**src/rtl/mapper_001.sv**
```systemverilog
// rtl/mapper_001.sv - MMC1-class mapper: serial-loaded bank registers driving PRG/CHR banking and mirroring.
module mapper_001 #(
    parameter int PRG_ROM_DEPTH      = 18,
    parameter int CHR_ROM_DEPTH      = 17,
    parameter int PRG_RAM_DEPTH      = 13,
    parameter int IGNORE_CONSECUTIVE = 1
) (
    input  logic                     clk_cpu,
    input  logic                     rst_n,
    input  logic [14:0]              cpu_addr,
    input  logic [7:0]               cpu_data_i,
    input  logic [13:0]              ppu_addr,
    input  logic                     cpu_rw,
    input  logic                     romsel,
    input  logic                     mirrorv,
    input  logic                     chr_ram,
    input  logic                     prg_ram,
    input  logic [PRG_ROM_DEPTH-1:0] prg_mask,
    input  logic [CHR_ROM_DEPTH-1:0] chr_mask,
    input  logic [PRG_RAM_DEPTH-1:0] prgram_mask,
    output logic [PRG_ROM_DEPTH-1:0] prg_addr,
    output logic [CHR_ROM_DEPTH-1:0] chr_addr,
    output logic [PRG_RAM_DEPTH-1:0] prgram_addr,
    output logic                     prg_cs,
    output logic                     chr_cs,
    output logic                     prgram_cs,
    output logic [7:0]               mapper_reg_o,
    output logic                     ciram_ce,
    output logic                     ciram_a10,
    output logic                     irq
);

    logic [4:0] shift_q;
    logic [4:0] control_q;
    logic [4:0] chr0_q;
    logic [4:0] chr1_q;
    logic [4:0] prg_q;
    logic       last_wr_q;

    logic       wr;
    logic       accept;
    logic [4:0] load_val;
    logic [3:0] prg_bank;
    logic [4:0] chr_bank;

    assign wr       = romsel & ~cpu_rw;
    assign accept   = wr & ~((IGNORE_CONSECUTIVE != 0) & last_wr_q);
    assign load_val = {cpu_data_i[0], shift_q[4:1]};

    // shift_q carries a sentinel in bit 4; when it reaches bit 0 the current write is the fifth.
    always_ff @(posedge clk_cpu or negedge rst_n) begin
        if (!rst_n) begin
            shift_q   <= 5'b10000;
            control_q <= 5'h0C;
            chr0_q    <= 5'h00;
            chr1_q    <= 5'h00;
            prg_q     <= 5'h00;
            last_wr_q <= 1'b0;
        end else begin
            last_wr_q <= wr;
            if (accept) begin
                if (cpu_data_i[7]) begin
                    shift_q   <= 5'b10000;
                    control_q <= control_q | 5'h0C;
                end else if (!shift_q[0]) begin
                    shift_q <= load_val;
                end else begin
                    shift_q <= 5'b10000;
                    case (cpu_addr[14:13])
                        2'd0:    control_q <= load_val;
                        2'd1:    chr0_q    <= load_val;
                        2'd2:    chr1_q    <= load_val;
                        default: prg_q     <= load_val;
                    endcase
                end
            end
        end
    end

    always_comb begin
        prg_bank = {prg_q[3:1], cpu_addr[14]};
        case (control_q[3:2])
            2'b10:   prg_bank = cpu_addr[14] ? prg_q[3:0] : 4'h0;
            2'b11:   prg_bank = cpu_addr[14] ? 4'hF : prg_q[3:0];
            default: prg_bank = {prg_q[3:1], cpu_addr[14]};
        endcase
    end

    always_comb begin
        if (control_q[4]) begin
            chr_bank = ppu_addr[12] ? chr1_q : chr0_q;
        end else begin
            chr_bank = {chr0_q[4:1], ppu_addr[12]};
        end
    end

    always_comb begin
        case (control_q[1:0])
            2'd0:    ciram_a10 = 1'b0;
            2'd1:    ciram_a10 = 1'b1;
            2'd2:    ciram_a10 = ppu_addr[10];
            default: ciram_a10 = ppu_addr[11];
        endcase
    end

    assign prg_addr     = prg_mask & PRG_ROM_DEPTH'({prg_bank, cpu_addr[13:0]});
    assign chr_addr     = chr_mask & CHR_ROM_DEPTH'({chr_bank, ppu_addr[11:0]});
    assign prgram_addr  = prgram_mask & cpu_addr[PRG_RAM_DEPTH-1:0];
    assign prg_cs       = romsel;
    assign chr_cs       = ~ppu_addr[13];
    assign prgram_cs    = prg_ram & ~prg_q[4] & ~romsel & (cpu_addr[14:13] == 2'b11);
    assign mapper_reg_o = {3'b000, control_q};
    assign ciram_ce     = ppu_addr[13];
    assign irq          = 1'b0;

    // Header mirroring and CHR-RAM flags do not affect this mapping.
    logic unused_inputs;
    assign unused_inputs = &{1'b0, mirrorv, chr_ram, cpu_data_i[6:1]};

endmodule

```
**config.mk**
```make
export PLATFORM = sky130hd
export DESIGN_NAME = mapper_001
export DESIGN_NICKNAME = d
export VERILOG_FILES = /design/src/rtl/mapper_001.sv
export SDC_FILE = /design/constraint.sdc
export NUM_CORES = 1
export LEC_CHECK = 0
export ABC_AREA = 1
export CAP_MARGIN = 15
export CORE_AREA = 2 2 75 77
export CTS_CLUSTER_DIAMETER = 40
export DETAILED_ROUTE_END_ITERATION = 6
export DIE_AREA = 0 0 77 79
export GPL_TIMING_DRIVEN = 0
export PLACE_DENSITY = 0.83
export SYNTH_ARGS = -nofsm -noshare
export SYNTH_HDL_FRONTEND = slang
export SYNTH_SLANG_ARGS = --single-unit
```
**constraint.sdc**
```tcl
create_clock -name clk_cpu -period 2.9 [get_ports clk_cpu]
set_input_delay 0.435 -clock clk_cpu [delete_from_list [all_inputs] [get_ports clk_cpu]]
set_output_delay 0.435 -clock clk_cpu [all_outputs]
set_load 0.02 [all_outputs]
```
==> impl_metrics.json <==
{
  "synth_area_um2": 1670,
  "path_cells": "clkdlybuf4s50_1, inv_2, nand3_1, nand2_1, a21oi_1, clkdlybuf4s50_1",
  "start_kind": "input port",
  "end_kind": "output port",
  "via_per_inst": 4.38,
  "synth.largest_area_cell": "dfrtp_1",
  "rsz0062_at_grt": "false",
  "synthMuxAreaShare_pct": 0,
  "yosysWarnings": 0,
  "synthSimpleGateAreaFrac_pct": 37.3,
  "synthCells": 255,
  "overflow": 0,
  "post_cts_buffers": 0,
  "cpMostUsedCell": "clkdlybuf4s50_1",
  "fillers": 460,
  "num_vias": 2083,
  "first_iter_violations": 55,
  "synth_xor_area_share_pct": 0,
  "p_per_area_nw_per_um2": 312,
  "clock_skew_ps": 2.99,
  "slowest_delay_ps": 620,
  "seq_area_um2": 654,
  "dp_cells": 471,
  "dr.pass1.iters": 5,
  "worstPathMaxFanout": 7,
  "numCtsBuffers": 3,
  "slowest_stage": "clkdlybuf4s50_1",
  "cp.arrival_ps": 2060,
  "cts_tree": "yes",
  "fin_crit_ps": 2490,
  "core_um2": 5340,
  "routedWlPerCell_um": 11.3,
  "worst_ir_drop_vdd_mv": 0.239,
  "num_rows": 27,
  "layout-drive-gt1-share_pct": 7.18,
  "drt_wl_total_um": 5400,
  "ctsResizeCount": 0,
  "syn_avg_cell_area_um2": 6.53,
  "crit_type": "input port to output port",
  "worstMarginPinSlew_ps": 497,
  "pre_cts_slack_ps": 388,
  "cts_max_level": 1,
  "outcome": "finished, final reports clean",
  "place_congestion": 0.867,
  "period_share_pct": 86.0,
  "clock_sinks": 26,
  "io_buffer_count": 141,
  "crit_buf_inv": 3,
  "clkLatencyLatePin_ps": 270,
  "max_freq_mhz": 401,
  "clkTransAtPathRegs_ps": 80,
  "ys_ff_latch": 26,
  "io_pins": 154,
  "drv_cap": 0,
  "cts-root-buf": "clkbuf_8",
  "layout_setup_ws_ps": 407,
  "required_ps": 2470,
  "cts_buffer_depth": 2,
  "synth.area.top_cells": "dfrtp_1, nand2_1, inv_1",
  "ant_nets": 0,
  "max_slew_margin_pct": 66.8,
  "die_w_um": 77,
  "postCtsHoldBufs": 0,
  "finalSetupTns_ps": 0,
  "hold_class": "flop to flop",
  "syn_to_final_growth_pct": 95.8,
  "seq_area_frac_synth_pct": 39.3,
  "synth_top_family_by_area": "simple AND/OR/NAND/NOR gates",
  "dpl-instance-area_um2": 3180,
  "die_area_um2": 6080,
  "synth_top_area_share_pct": 34.6,
  "drv_slew": 0,
  "nNetsFinal": 497,
  "multiInputGateArea_um2": 737,
  "cpLargestDelayFamily": "buffers and inverters",
  "fin_cells": 476,
  "holdPathStages": 2,
  "grt_pass1_wl_um": 8540,
  "initial_core_util_pct": 31.2,
  "track_usage_pct": 17.1,
  "fin_area_um2": 3260,
  "setup_viol": 0,
  "rr_worst_depth": 5,
  "dp_hpwl_um": 4660,
  "grt_pass1_vias": 1886,
  "fp.dieH_um": 79,
  "power.leakage_uw": 0.00173,
  "grt_max_degree": 27,
  "yosysUniqueCellTypes": 21,
  "synthAdderAreaFrac_pct": 0,
  "diodes": 0,
  "drc": 0,
  "hold_viol": 0,
  "antenna_found_initial": 0,
  "path_depth": 6,
  "synth-compound-area-share_pct": 6.09
}
[metrics by stage]
stage	utilization, %	power (uW)	hold WS [ps]
after floorplan	-	562	139
after global placement	59.5	782	452
after detailed placement	59.5	792	459
after CTS	60.6	1020	480
after global routing	61.1	1070	509
final	61.1	1020	475
[metal layers]
metal	up-vias	global-route usage, %	wire (um)
li1	1059	-	-
met1	919	19.2	2180
met2	95	31.4	2660
met3	10	5.00	470
met4	0	4.82	92
met5	-	0	0
[placed cells by master, fill, tap and decap left out, types with 3 or more instances in the layout]
cell type and n:
a21oi_1 6, buf_4 8, clkbuf_8 4, clkdlybuf4s50_1 141, conb_1 4, dfrtp_1 23, dfstp_2 3, inv_1 54
nand2_1 95, nand2_2 4, nand3_1 18, nand4_1 8, nor2_1 10, o21ai_0 10, o21ai_1 3
[sequential cells by signal, summed over array words and instances, names as in the netlist]
| register | flops |
|---|---|
| chr0_q | 5 |
| chr1_q | 5 |
| control_q | 5 |
| last_wr_q | 1 |
| prg_q | 5 |
| shift_q | 5 |
[worst reg2reg max path, cell delays in order, from the launching register on]
cell and delay, ps:
dfrtp_1 430, nand2_2 120, nor2_2 230, nand2_2 140
nand2_1 90, nand2_1 40
[report_power, final]
part           total (uW)  internal (uW)  switching, uW
combinational         371            209            162
sequential            417            389           27.4
clock                 229            121            108
[path summary, 6_finish.rpt]
check / endpoint / start / slack, ps
worst max-delay path: prg_addr[16] / cpu_addr[14] / 410
worst min-delay path: chr0_q[0] / chr0_q[0] / 480
worst max register to register: chr0_q[3] / shift_q[0] / 1750
worst min register to register: chr0_q[0] / chr0_q[0] / 480
max in group asynchronous: control_q[3] / rst_n / 1870
min in group asynchronous: shift_q[1] / rst_n / 490
[synthesized netlist by cell type (all sizes together)]
cell and instances:
a21oi 6, a31oi 1, buf 9, clkinv 1, conb 1, dfrtp 23, dfstp 3, inv 56
nand2 99, nand3 20, nand4 8, nor2 14, nor4 1, o21ai 13
[layout make-up]
class	instances	area share (%)
Clock buffer	4	1.69
Timing Repair Buffer	142	44.1
Multi-Input combinational cell	166	22.6
Buffer	9	2.19
Tap cell	72	2.76
Sequential cell	26	20.1
Inverter	57	6.56
[cell families (layout without fill, tap and decap cells)]
logic type | Yosys count | in the layout
flops | 26 | 26
other cells | 1 | 4
simple gates | 142 | 142
buf+inv | 66 | 212
compound gates | 20 | 20
Note: power is estimated with default switching activity, not from simulation.
